### src/rtl/btn_pkg.sv
// Shared types and default constants for the push-button conditioner.
package btn_pkg;

  typedef enum logic [1:0] {
    IDLE,
    PRESS_WAIT,
    PRESSED,
    RELEASE_WAIT
  } btn_state_t;

  localparam int DEF_DEBOUNCE_CYCLES = 500000;
  localparam int DEF_SYNC_STAGES     = 2;
  localparam int DEF_LONG_CYCLES     = 100000000;

endpackage

### src/rtl/sync_ff.sv
// Multi-flop synchronizer that brings an asynchronous level into the clk domain.
module sync_ff #(
  parameter int STAGES = 2
) (
  input  logic clk,
  input  logic reset,
  input  logic d,
  output logic q
);

  if (STAGES < 2) begin : g_bad_stages
    $error("sync_ff: STAGES must be at least 2");
  end

  logic [STAGES-1:0] stages;

  // NOTE: sequential state uses non-blocking assignments so every flop samples pre-edge values.
  always_ff @(posedge clk or negedge reset) begin
    if (!reset) stages <= '0;
    else        stages <= {stages[STAGES-2:0], d};
  end

  assign q = stages[STAGES-1];

endmodule

### src/rtl/btn_conditioner.sv
// Debounces a raw push button, emits press/long-press pulses and a run/stop level.
// Optional long-press detection is built only when BTN_LONG_PRESS_EN is defined.
module btn_conditioner
  import btn_pkg::*;
#(
  parameter int DEBOUNCE_CYCLES = DEF_DEBOUNCE_CYCLES,
  parameter int SYNC_STAGES     = DEF_SYNC_STAGES,
  parameter int LONG_CYCLES     = DEF_LONG_CYCLES
) (
  input  logic clk,
  input  logic reset,
  input  logic btn_raw,
  input  logic run_clr,
  output logic btn_level,
  output logic btn_press,
  output logic btn_long,
  output logic run
);

  if (DEBOUNCE_CYCLES < 2) begin : g_bad_debounce
    $error("btn_conditioner: DEBOUNCE_CYCLES must be at least 2");
  end
  if (LONG_CYCLES < 1) begin : g_bad_long
    $error("btn_conditioner: LONG_CYCLES must be at least 1");
  end

  localparam int CW = $clog2(DEBOUNCE_CYCLES + 1);
  localparam logic [CW-1:0] CNT_LAST = CW'(DEBOUNCE_CYCLES - 1);

  logic       sync_q;
  btn_state_t state, state_next;
  logic [CW-1:0] cnt, cnt_next;
  logic       press_next;
  logic       level_next;

  sync_ff #(
    .STAGES (SYNC_STAGES)
  ) u_sync (
    .clk   (clk),
    .reset (reset),
    .d     (btn_raw),
    .q     (sync_q)
  );

  // NOTE: every signal gets a default at the top of always_comb so no path can infer a latch.
  always_comb begin
    state_next = state;
    cnt_next   = cnt;
    press_next = 1'b0;
    unique case (state)
      IDLE: begin
        if (sync_q) begin
          state_next = PRESS_WAIT;
          cnt_next   = '0;
        end
      end
      PRESS_WAIT: begin
        if (!sync_q) begin
          state_next = IDLE;
          cnt_next   = '0;
        end else if (cnt == CNT_LAST) begin
          state_next = PRESSED;
          cnt_next   = '0;
          press_next = 1'b1;
        end else begin
          cnt_next = cnt + 1'b1;
        end
      end
      PRESSED: begin
        if (!sync_q) begin
          state_next = RELEASE_WAIT;
          cnt_next   = '0;
        end
      end
      RELEASE_WAIT: begin
        // A bounce back high resumes the held press without a new pulse.
        if (sync_q) begin
          state_next = PRESSED;
          cnt_next   = '0;
        end else if (cnt == CNT_LAST) begin
          state_next = IDLE;
          cnt_next   = '0;
        end else begin
          cnt_next = cnt + 1'b1;
        end
      end
      default: begin
        state_next = IDLE;
        cnt_next   = '0;
      end
    endcase
    level_next = (state_next == PRESSED) || (state_next == RELEASE_WAIT);
  end

  always_ff @(posedge clk or negedge reset) begin
    if (!reset) begin
      state     <= IDLE;
      cnt       <= '0;
      btn_level <= 1'b0;
      btn_press <= 1'b0;
    end else begin
      state     <= state_next;
      cnt       <= cnt_next;
      btn_level <= level_next;
      btn_press <= press_next;
    end
  end

`ifdef BTN_LONG_PRESS_EN
  localparam int LW = $clog2(LONG_CYCLES + 1);
  localparam logic [LW-1:0] LONG_LAST = LW'(LONG_CYCLES - 1);

  logic [LW-1:0] long_cnt;
  logic          long_done;
  logic          enter_pressed;
  logic          stay_pressed;
  logic          long_next;

  assign enter_pressed = (state_next == PRESSED) && (state != PRESSED);
  assign stay_pressed  = (state == PRESSED) && (state_next == PRESSED);
  // long_done blocks repeats until the release is fully accepted, even across bounces.
  assign long_next     = stay_pressed && (long_cnt == LONG_LAST) && !long_done;

  always_ff @(posedge clk or negedge reset) begin
    if (!reset) begin
      long_cnt  <= '0;
      long_done <= 1'b0;
      btn_long  <= 1'b0;
    end else begin
      btn_long <= long_next;
      if (enter_pressed) long_cnt <= '0;
      else if (stay_pressed && long_cnt != LONG_LAST) long_cnt <= long_cnt + 1'b1;
      if (state_next == IDLE) long_done <= 1'b0;
      else if (long_next)     long_done <= 1'b1;
    end
  end
`else
  assign btn_long = 1'b0;
`endif

  // A clear or a long press wins over a toggle requested in the same cycle.
  always_ff @(posedge clk or negedge reset) begin
    if (!reset)                 run <= 1'b0;
    else if (run_clr || btn_long) run <= 1'b0;
    else if (btn_press)         run <= ~run;
  end

endmodule

### config.mk
export PLATFORM = sky130hd
export DESIGN_NAME = btn_conditioner
export DESIGN_NICKNAME = d
export VERILOG_FILES = /design/src/rtl/btn_pkg.sv /design/src/rtl/sync_ff.sv /design/src/rtl/btn_conditioner.sv
export SDC_FILE = /design/constraint.sdc
export NUM_CORES = 1
export LEC_CHECK = 0
export BUFFER_PORTS_ARGS = -buffer_cell sky130_fd_sc_hd__buf_4
export CAP_MARGIN = 30
export CORE_MARGIN = 5
export CORE_UTILIZATION = 59
export DETAILED_ROUTE_END_ITERATION = 16
export PLACE_DENSITY_LB_ADDON = 0.15
export SLEW_MARGIN = 20
export SYNTH_ARGS = -nofsm -noshare
export SYNTH_HDL_FRONTEND = slang
export SYNTH_SLANG_ARGS = --single-unit
### constraint.sdc
create_clock -name clk -period 2.3 [get_ports clk]
set_clock_uncertainty 0.05 [all_clocks]
set_input_delay 0.46 -clock clk [delete_from_list [all_inputs] [get_ports clk]]
set_output_delay 0.46 -clock clk [all_outputs]
set_load 0.03 [all_outputs]
==> metrics.md <==
| Metric | Value |
|---|---|
| Starting Density | `~62%` |
| Power Density | `a little over 500 nW/um^2` |
| Number of global-route vias before repair | `1042` |
| Number of H-tree levels | `1` |
| Worst Hold Slack | `0.191 ns` |
| Placed insts | `170` |
| Total track usage | `between 15 and 20%` |
| RSZ-0062 raised after global routing | `false` |
| Core area | `approximately 2200 um^2` |
| Library cells used by synthesis | `37` |
| Final Non-Filler Cells | `roughly 180` |
| Psw | `~170 uW` |
| Setup violators final | `0` |
| Fillers | `181` |
| Final Hold Viols | `0` |
| Syn_nets | `between 100 and 150` |
| Hold Crit Start | `btn_raw` |
| Cell Rows | `17` |
| Syn avg cell area | `roughly 10 um^2` |
| Final-stage net count | `between 150 and 200` |
| Largest net degree at the start of global routing | `27` |
| Die Y | `just under 60 um` |
| Initial antenna violation count | `0` |
| Clock slew at reported path FFs | `approximately 0.14 ns` |
| Startpoint Class | `register` |
| Sink Count | `26` |
| CTS root buf | `clkbuf_4` |
| P_leak | `~0.62 nW` |
| CTS resizes | `0` |
| Gr ovfl total | `0` |
| Worst EP arrival | `about 2.3 ns` |
| Via Count | `around 1.1k` |
| Hold path endpoint | `u_sync.stages[0]$_DFF_PN0_` |
| Post-Route WL | `about 2700 um` |
| Flops & latches, synth | `26` |
| Worst-margin pin slew | `between 0.6 and 0.7 ns` |
| I/O pin count | `8` |
| Clock power frac | `between 30 and 40%` |
| Drt via density | `about 6.3` |
| CP Capture Type | `register` |
| Total CTS buffers | `3` |
| Hold Crit Depth | `1` |
| Max-slew headroom | `about three fifths` |
| Internal power | `581 uW` |
| Worst skew pair latency | `0.32 ns` |
| Share of power burned in registers | `roughly 62%` |
| DRC | `0` |
| Register area | `roughly 650 um^2` |
| Minimum clock period | `2.15 ns` |
| WL/cell | `between 15 and 20 um` |
| F_max | `~0.47 GHz` |
| Post-DP HPWL | `about 1900 um` |
| Drt first pass iters | `4` |
| Max IR drop VDD | `roughly 330 uV` |
| Comb pwr share | `between 7 and 8%` |
| Sum Neg Setup Slack | `0 ns` |
| Sw frac | `a little under a quarter` |
| CTS tree | `done` |
| Die footprint | `~3400 um^2` |
| Core Util, Final | `67.5%` |
| FF-to-FF path depth | `7` |
| Gate Count Post-Synth | `137` |
| Status | `complete, no violations` |
| Area taken by multi-input logic gates | `~650 um^2` |
| Worst-path fanout max | `7` |
| R2r endpoint | `cnt[17]$_DFFE_PN0P_` |
| First-iteration detailed-routing DRC count | `35` |
| Final period util | `approximately 93%` |
| Sequential area share after synthesis | `47.7%` |
| Post-DRT Antenna Nets | `0` |
| Max_cap viols | `0` |
| Placer Congestion | `0.892` |
| Share of cells above drive strength 1 | `between 10% and 20%` |
| Max Slew Vio Count | `0` |
| Min-Delay Path Class | `in2reg` |
| Inserted Diodes | `0` |
| Reg2Reg Setup Slack | `~0.15 ns` |
| IO buf count | `6` |
| WP data required | `roughly 2.5 ns` |
| Chip width | `~58 um` |
| Synthesis-to-layout area growth | `9.35%` |
| Clock Path Buffers | `2` |
| YS warnings | `0` |
| Synth Cell Area | `1370 um^2` |
| Global-route wire length before repair | `between 4000 and 5000 um` |
| Commonest non-fill, non-tap cell in the layout | `dfrtp_1` |
| Commonest cells after routing, fill and taps aside | `dfrtp_1 (26), nand2_1 (14), a31oi_1 (11), buf_4 (11), nand3_1 (10)` |
| CP Class | `reg2reg` |
| Worst reg2reg startpoint | `cnt[1]$_DFFE_PN0P_` |
## cells in the mapped netlist (all sizes together)
library cell   n  area share [%]
dfrtp         26              48
nand2         14             3.8
a31oi         11             5.0
nand3         10             3.7
a21oi          9             3.6
nand4          6             2.8
nor2           6             1.6
o21ai          6             2.2
buf            5             3.6
a41oi          4             2.6
and2           3             1.4
and3           3             1.4
mux2           3             2.5
mux2i          3             2.2
nor3           3             1.1
nor4           3             2.9
a22o           2             1.3
clkbuf         2            0.55
inv            2            0.55
or2            2            0.92
or2b           2             1.1
a21o           1            0.55
a221o          1            0.73
and4           1            0.64
conb           1            0.27
ha             1            0.92
nand4b         1            0.64
nor3b          1            0.55
o31ai          1            0.55
or3            1            0.46
or4b           1             1.0
xnor2          1            0.64
xor2           1            0.64
## flip-flops by register name, summed over array words and instances, names as in the netlist
name,cells
btn_level,1
btn_press,1
cnt,19
run,1
state,2
u_sync.stages,2
## worst max path at each step
stage                  startpoint                   to  slack, ns  cells past startpoint
2_1_floorplan  cnt[6]$_DFFE_PN0P_   cnt[0]$_DFFE_PN0P_       0.38                      6
3_3_place_gp   cnt[0]$_DFFE_PN0P_  cnt[17]$_DFFE_PN0P_       0.32                      7
3_5_place_dp   cnt[0]$_DFFE_PN0P_  cnt[17]$_DFFE_PN0P_       0.24                      7
4_1_cts        cnt[0]$_DFFE_PN0P_  cnt[17]$_DFFE_PN0P_       0.22                      7
5_1_grt        cnt[0]$_DFFE_PN0P_  cnt[17]$_DFFE_PN0P_      0.006                      7
6_report       cnt[1]$_DFFE_PN0P_  cnt[17]$_DFFE_PN0P_       0.15                      7
## per-stage QoR
step / instance area (um^2) / setup slack (ns) / power [mW]
final: 1490 / 0.151 / 0.753
after global placement: 1450 / 0.319 / 0.530
after floorplan: 1370 / 0.381 / 0.511
after detailed placement: 1450 / 0.239 / 0.532
after global routing: 1490 / 0.00568 / 0.791
after CTS: 1490 / 0.221 / 0.760
## cell type report
type                    count  share of cell area (%)
clock buffers               4                    2.43
well taps                  28                    2.35
flip-flops and latches     26                    43.6
multi-input cells         102                    43.6
inverters                   2                   0.503
repair buffers             13                    7.54
## critical path: stages (launching register included)
cell     delay (ns)
dfrtp_1        0.42
ha_1           0.23
nand4_1        0.12
nor4_1         0.45
a21oi_2        0.16
buf_4          0.18
and3_1         0.17
a221o_1        0.27
## logic make-up (layout without fill, tap and decap cells)
group / after synthesis / in the layout / synth area share (%)
DFF: 26 / 26 / 47.7
xor gates and xnor gates: 2 / 2 / 1.28
and+or+nand+nor: 57 / 57 / 24.0
other: 1 / 1 / 0.275
muxes: 6 / 6 / 4.67
buffers and inverters: 9 / 19 / 4.67
adders and majority gates: 1 / 1 / 0.916
AOI/OAI and AO/OA: 35 / 35 / 16.5
## repair_timing
action | 4_1_cts | 5_1_grt
hold endpoints to repair | 26 | 0
buffers inserted | 0 | 0
hold buffers | 1 | 0
## routing by layer
layer | vias to the layer above | global-route usage (%) | routed length [um]
li1 | 537 | - | -
met2 | 21 | 28.1 | 1280
met3 | 6 | 2.90 | 94
met5 | - | 0 | 0
met1 | 540 | 25.6 | 1280
met4 | 0 | 8.28 | 51
## power groups by stage
stage	sequential, mW	clock (mW)	combinational (mW)
after CTS	0.469	0.235	0.0559
after floorplan	0.476	0	0.0349
after detailed placement	0.478	0	0.0544
after global routing	0.470	0.258	0.0633
after global placement	0.477	0	0.0529
final	0.469	0.228	0.0557
Note: power is estimated with default switching activity, not from simulation.
